File: src/rtl/ysyx_040750_divider.sv
// Radix-2 restoring divider with 64-bit and word (32-bit) modes and signed/unsigned handling.
// Optional macro YSYX_040750_DIV_EARLY_OUT_EN finishes zero-divisor and signed-overflow cases after one BUSY cycle.
module ysyx_040750_divider #(
    parameter int unsigned WIDTH = 64
) (
    input  logic             clk,
    input  logic             rst_n,
    input  logic             div_valid,
    output logic             div_ready,
    input  logic [WIDTH-1:0] dividend,
    input  logic [WIDTH-1:0] divisor,
    input  logic             div_signed,
    input  logic             div_word,
    input  logic             flush,
    output logic             out_valid,
    input  logic             out_ready,
    output logic [WIDTH-1:0] quotient,
    output logic [WIDTH-1:0] remainder
);
    localparam int unsigned HALF = WIDTH / 2;
    localparam int unsigned CW   = $clog2(WIDTH);

    typedef enum logic [1:0] {IDLE, BUSY, DONE} state_t;

    state_t           state, state_n;
    logic [CW-1:0]    cnt;
    logic [WIDTH-1:0] rem_q, quo_q, dsr_q, spec_q;
    logic             word_q, neg_q_q, neg_r_q, div0_q, ovf_q;

    logic             transfer_c, last_c, early_c, finish_c;
    logic [WIDTH-1:0] a_ext_c, b_ext_c, a_abs_c, b_abs_c;
    logic             a_neg_c, b_neg_c, div0_c, ovf_c;
    logic [WIDTH:0]   shifted_c, diff_c;
    logic             qbit_c;
    logic [WIDTH-1:0] rem_step_c, quo_step_c, q_mag_c, q_sgn_c, r_sgn_c, q_fin_c, r_fin_c;

    assign transfer_c = div_valid & div_ready & ~flush;
    assign last_c     = (cnt == '0);
`ifdef YSYX_040750_DIV_EARLY_OUT_EN
    assign early_c    = div0_q | ovf_q;
`else
    assign early_c    = 1'b0;
`endif
    assign finish_c   = (state == BUSY) & (last_c | early_c);

    // State register; handshake flags are registered copies of the next state
    always_ff @(posedge clk or negedge rst_n) begin
        if (!rst_n) begin
            state     <= IDLE;
            out_valid <= 1'b0;
            div_ready <= 1'b1;
        end else begin
            state     <= state_n;
            out_valid <= (state_n == DONE);
            div_ready <= (state_n == IDLE);
        end
    end

    always_comb begin
        state_n = state;
        case (state)
            IDLE:    if (transfer_c) state_n = BUSY;
            BUSY:    if (finish_c) state_n = DONE;
            DONE:    if (out_ready) state_n = IDLE;
            default: state_n = IDLE;
        endcase
        if (flush) state_n = IDLE;
    end

    // Operand preparation: word-mode extension, signs, magnitudes, special cases
    always_comb begin
        a_ext_c = dividend;
        b_ext_c = divisor;
        if (div_word) begin
            a_ext_c = {{HALF{div_signed & dividend[HALF-1]}}, dividend[HALF-1:0]};
            b_ext_c = {{HALF{div_signed & divisor[HALF-1]}}, divisor[HALF-1:0]};
        end
        a_neg_c = div_signed & a_ext_c[WIDTH-1];
        b_neg_c = div_signed & b_ext_c[WIDTH-1];
        a_abs_c = a_neg_c ? -a_ext_c : a_ext_c;
        b_abs_c = b_neg_c ? -b_ext_c : b_ext_c;
        div0_c  = (b_ext_c == '0);
        ovf_c   = div_signed & (a_ext_c == {{(HALF+1){1'b1}}, {(HALF-1){1'b0}}} & div_word |
                                a_ext_c == {1'b1, {(WIDTH-1){1'b0}}} & ~div_word) &
                  (b_ext_c == '1);
    end

    // One restoring step plus sign fix-up and special-case override of the final result
    always_comb begin
        shifted_c  = {rem_q, quo_q[WIDTH-1]};
        diff_c     = shifted_c - {1'b0, dsr_q};
        qbit_c     = ~diff_c[WIDTH];
        rem_step_c = qbit_c ? diff_c[WIDTH-1:0] : shifted_c[WIDTH-1:0];
        quo_step_c = {quo_q[WIDTH-2:0], qbit_c};
        q_mag_c    = word_q ? {{HALF{1'b0}}, quo_step_c[HALF-1:0]} : quo_step_c;
        q_sgn_c    = neg_q_q ? -q_mag_c : q_mag_c;
        r_sgn_c    = neg_r_q ? -rem_step_c : rem_step_c;
        q_fin_c    = word_q ? {{HALF{q_sgn_c[HALF-1]}}, q_sgn_c[HALF-1:0]} : q_sgn_c;
        r_fin_c    = word_q ? {{HALF{r_sgn_c[HALF-1]}}, r_sgn_c[HALF-1:0]} : r_sgn_c;
        if (div0_q) begin
            q_fin_c = '1;
            r_fin_c = spec_q;
        end else if (ovf_q) begin
            q_fin_c = spec_q;
            r_fin_c = '0;
        end
    end

    always_ff @(posedge clk or negedge rst_n) begin
        if (!rst_n) begin
            cnt       <= '0;
            rem_q     <= '0;
            quo_q     <= '0;
            dsr_q     <= '0;
            spec_q    <= '0;
            word_q    <= 1'b0;
            neg_q_q   <= 1'b0;
            neg_r_q   <= 1'b0;
            div0_q    <= 1'b0;
            ovf_q     <= 1'b0;
            quotient  <= '0;
            remainder <= '0;
        end else if (transfer_c) begin
            cnt     <= div_word ? CW'(HALF - 1) : CW'(WIDTH - 1);
            rem_q   <= '0;
            quo_q   <= div_word ? (a_abs_c << HALF) : a_abs_c;
            dsr_q   <= b_abs_c;
            spec_q  <= div_word ? {{HALF{dividend[HALF-1]}}, dividend[HALF-1:0]} : dividend;
            word_q  <= div_word;
            neg_q_q <= a_neg_c ^ b_neg_c;
            neg_r_q <= a_neg_c;
            div0_q  <= div0_c;
            ovf_q   <= ovf_c;
        end else if (state == BUSY && !flush) begin
            rem_q <= rem_step_c;
            quo_q <= quo_step_c;
            if (!last_c) cnt <= cnt - CW'(1);
            if (finish_c) begin
                quotient  <= q_fin_c;
                remainder <= r_fin_c;
            end
        end
    end
endmodule

File: config.mk
export PLATFORM = sky130hd
export DESIGN_NAME = ysyx_040750_divider
export DESIGN_NICKNAME = d
export VERILOG_FILES = /design/src/rtl/ysyx_040750_divider.sv
export SDC_FILE = /design/constraint.sdc
export NUM_CORES = 1
export LEC_CHECK = 0
export ABC_AREA = 1
export CORE_UTILIZATION = 43
export CTS_BUF_LIST = sky130_fd_sc_hd__clkbuf_4 sky130_fd_sc_hd__clkbuf_8
export CTS_CLUSTER_DIAMETER = 40
export CTS_CLUSTER_SIZE = 12
export DETAILED_ROUTE_END_ITERATION = 6
export PLACE_DENSITY = 0.71
export SLEW_MARGIN = 20
export SYNTH_ARGS = -nofsm -noshare
export SYNTH_HDL_FRONTEND = slang
export SYNTH_SLANG_ARGS = --single-unit
File: constraint.sdc
create_clock -name clk -period 8.4 [get_ports clk]
set_input_delay 2.1 -clock clk [delete_from_list [all_inputs] [get_ports clk]]
set_output_delay 2.1 -clock clk [all_outputs]
set_load 0.005 [all_outputs]
==> impl_metrics.json <==
{
  "design.core.area_um2": 74950,
  "whs_endpoint": "dsr_q[34]",
  "r2r_setup_slack_ns": 1.89,
  "synthArstFlopShare": 1.000,
  "grt_pass1_wl_um": 221600,
  "yosysTopAreaCellShare": 0.3036,
  "die_w_um": 278.2,
  "max_freq_mhz": 153.7,
  "power_mw": 11.44,
  "grt_max_degree": 229,
  "ys_ff_latch": 399,
  "synthesis.area_um2": 32810,
  "timing.rr.end": "quotient[54]",
  "synth_top_cell_by_area": "dfrtp_1",
  "cts.htree.levels": 3,
  "worstHoldStart": "dsr_q[34]",
  "muxShareOfSynthArea": 0,
  "maxSlewViolCount": 0,
  "drive_gt1_frac": 0.06095,
  "grt_use_total": 0.3815,
  "fin_skew_ns": 0.05616,
  "wl_per_cell_um": 23.36,
  "synthCells": 5194,
  "cts_root_buf": "clkbuf_8",
  "setup_viol": 0,
  "end_kind": "flip-flop",
  "cp-start-kind": "flip-flop",
  "hpwl_um": 116600,
  "port-buffer-count": 264,
  "ctsHoldBuffers": 0,
  "worst_r2r_path_depth": 32,
  "max-slew-margin-rel": 0.3275,
  "leakagePower_nw": 19.87,
  "syn_area_per_cell_um2": 6.316,
  "first_iter_violations": 4862,
  "cp_max_fo": 16,
  "postCtsSetupBuffers": 0,
  "ys_seq_area_frac": 0.3044,
  "drtAntennaViolNets": 0,
  "synth_area_leaders": "dfrtp_1 (30%), nand2_1 (18%), inv_1 (8.7%), nor2_1 (5.0%), o21ai_0 (5.0%)",
  "crit_path_max_incr_delay_ns": 0.46,
  "grt_pass1_vias": 34390,
  "synth_top_family_by_area": "simple AND/OR/NAND/NOR gates",
  "syn_nets": 5400,
  "vdd.ir_drop.worst_v": 0.0001785,
  "p_per_area_nw_per_um2": 301.4,
  "io_pins": 265,
  "clk_pin_slew_ns": 0.08,
  "drc": 1,
  "finalWorstSetupSlack_ns": 1.893,
  "dr.pass1.iters": 7,
  "wl_um": 149500,
  "dieArea_um2": 77410,
  "fin_crit_ns": 6.507,
  "post_cts_resize_count": 0,
  "num_vias": 36930,
  "required_ns": 9.02,
  "cts.path.max_buffers": 3,
  "final.setup.tns_ns": 0,
  "gp_congestion": 1.037,
  "place_ws_ns": 1.557,
  "synth-compound-area-share": 0.1675,
  "period_share": 0.7747,
  "clock_latency_ns": 0.74,
  "cap_viol_max_count": 0,
  "synth_edf_count": 0,
  "ys.warnings.count": 0,
  "outcome": "finished with violations",
  "clock_sinks": 399,
  "nets": 5573,
  "die_y_um": 278.2,
  "area_growth_pct": 15.66,
  "violations": "DRC",
  "synth_xor_area_frac": 0.04138,
  "grt.overflow.total": 0,
  "crit_path_top_delay_cell": "o21ai_0",
  "synth_ff_type": "dfrtp_1",
  "hold_viol_final": 0,
  "rsz0062_at_grt": "false",
  "hold_depth": 2,
  "synth_cell_type_count": 58,
  "synthAdderAreaFrac": 0.02731,
  "timing.rr.start": "quo_q[63]",
  "synth_simple_gate_area_frac": 0.3422,
  "start_util": 0.4377,
  "holdCritPathClass": "reg -> reg",
  "crit_type": "reg -> reg",
  "viasPerCell": 5.769,
  "row_count": 100,
  "path_common_cell": "nand2_2",
  "grt_antenna_before_repair": 4,
  "arrival_ns": 7.13,
  "cts_buffers": 79,
  "tightest_slew_ns": 1.003,
  "tritoncts": "built"
}
==> stage by stage <==
| stage | util | hold WS, ns | instances | instance area, um^2 |
|---|---|---|---|---|
| finish | 0.5063 | 0.4842 | 6402 | 37940 |
| CTS | 0.5061 | 0.4860 | 6400 | 37930 |
| global placement | 0.4817 | 0.4678 | 6255 | 36100 |
| global route | 0.5063 | 0.5053 | 6402 | 37940 |
| floorplan | - | 0.4530 | 5194 | 32810 |
| detailed placement | 0.4818 | 0.4732 | 6255 | 36110 |
==> how the worst max path moves through the flow <==
| stage | from | endpoint | slack, ns | depth (start not counted) |
|---|---|---|---|---|
| 3_5_place_dp | div_word | ovf_q | 1.56 | 16 |
| 4_1_cts | rem_q[41] | quotient[50] | 2.14 | 27 |
| 3_3_place_gp | dividend[0] | ovf_q | 1.06 | 19 |
| 5_1_grt | quo_q[63] | quotient[50] | 1.61 | 32 |
| 2_1_floorplan | quo_q[63] | quotient[50] | 3.58 | 37 |
| 6_report | quo_q[63] | quotient[54] | 1.89 | 32 |
==> synthesized netlist by cell type (4+ instances only) <==
cell type and count:
a31oi_1 39, o31ai_1 7, a21boi_1 30, o211ai_1 17, xor2_1 117, nor2_1 440, nand2_2 30, nor3_1 79
o22a_1 4, o21bai_1 11, buf_2 11, o21ai_1 21, nand3_2 8, nand4_1 86, inv_1 759, clkinv_1 5
a32oi_1 12, a21oi_1 250, nand2_1 1602, ha_1 70, nor4_1 27, a2bb2oi_1 88, nand2_4 7, buf_6 15
inv_2 6, clkbuf_1 156, xnor2_1 38, nand3_1 279, nor2_2 17, and2_1 7, buf_1 22, o21ai_0 325
nand3b_1 27, or2_2 44, nor2_4 4, o21ai_2 5, dfrtp_1 398, a22oi_1 27, a221oi_1 4, o221ai_1 5
buf_4 4, o22ai_1 67
==> worst max-delay path, delay by kind of cell (launching register included) <==
family / cells / cell delay, ns
buffers and inverters: 4 / 0.59
flip-flops: 1 / 0.36
adder cells (fa/ha/maj): 3 / 0.69
AO/OA/AOI/OAI: 7 / 2.01
AND/OR/NAND/NOR: 18 / 2.76
==> kinds of logic after synthesis <==
logic type,count (synthesis)
and+or+nand+nor,2663
buffers and inverters,980
AOI/OAI and AO/OA,926
adders and majority gates,71
xor gates and xnor gates,155
DFF,399
==> cell type report <==
type / instances / area (um^2)
Fill cell: 7783 / 37000
Multi-Input combinational cell: 3815 / 19040
Sequential cell: 399 / 9990
Timing Repair Buffer: 302 / 2974
Inverter: 770 / 2895
Tap cell: 969 / 1212
Clock buffer: 86 / 1165
Clock inverter: 59 / 658.1
Antenna cell: 2 / 5.005
==> flip-flops by register name, summed over array words and instances (netlist names) <==
signal	cells
div0_q	1
word_q	1
dsr_q	64
cnt	6
remainder	64
state	2
neg_q_q	1
ovf_q	1
neg_r_q	1
quotient	64
quo_q	64
div_ready	1
rem_q	64
spec_q	64
out_valid	1
==> report_power, final <==
part / switching [mW] / total (mW) / leakage (nW) / internal (mW)
Sequential: 0.330 / 2.50 / 5.17 / 2.17
Combinational: 4.79 / 6.59 / 13.8 / 1.80
Clock: 1.12 / 2.34 / 0.917 / 1.22
Total: 6.24 / 11.4 / 19.9 / 5.19
==> cells in the final DEF, fill, tap and decap left out, types with 44 or more instances in the layout <==
master	count
a21oi_1	250
a2bb2oi_1	88
clkbuf_8	83
clkdlybuf4s50_1	263
dfrtp_1	395
ha_1	70
inv_1	753
nand2_1	1600
nand3_1	279
nand4_1	86
nor2_1	434
nor3_1	79
o21ai_0	325
o22ai_1	67
or2_2	44
xor2_1	117
==> metal layers <==
metal	up-vias	GRT usage	wire length (um)
li1	17120	-	-
met1	17370	0.5403	63380
met2	2136	0.5655	63160
met3	309	0.06917	15820
met4	0	0.1662	7182
met5	-	0	0
Power figures use the tool's default switching activity.
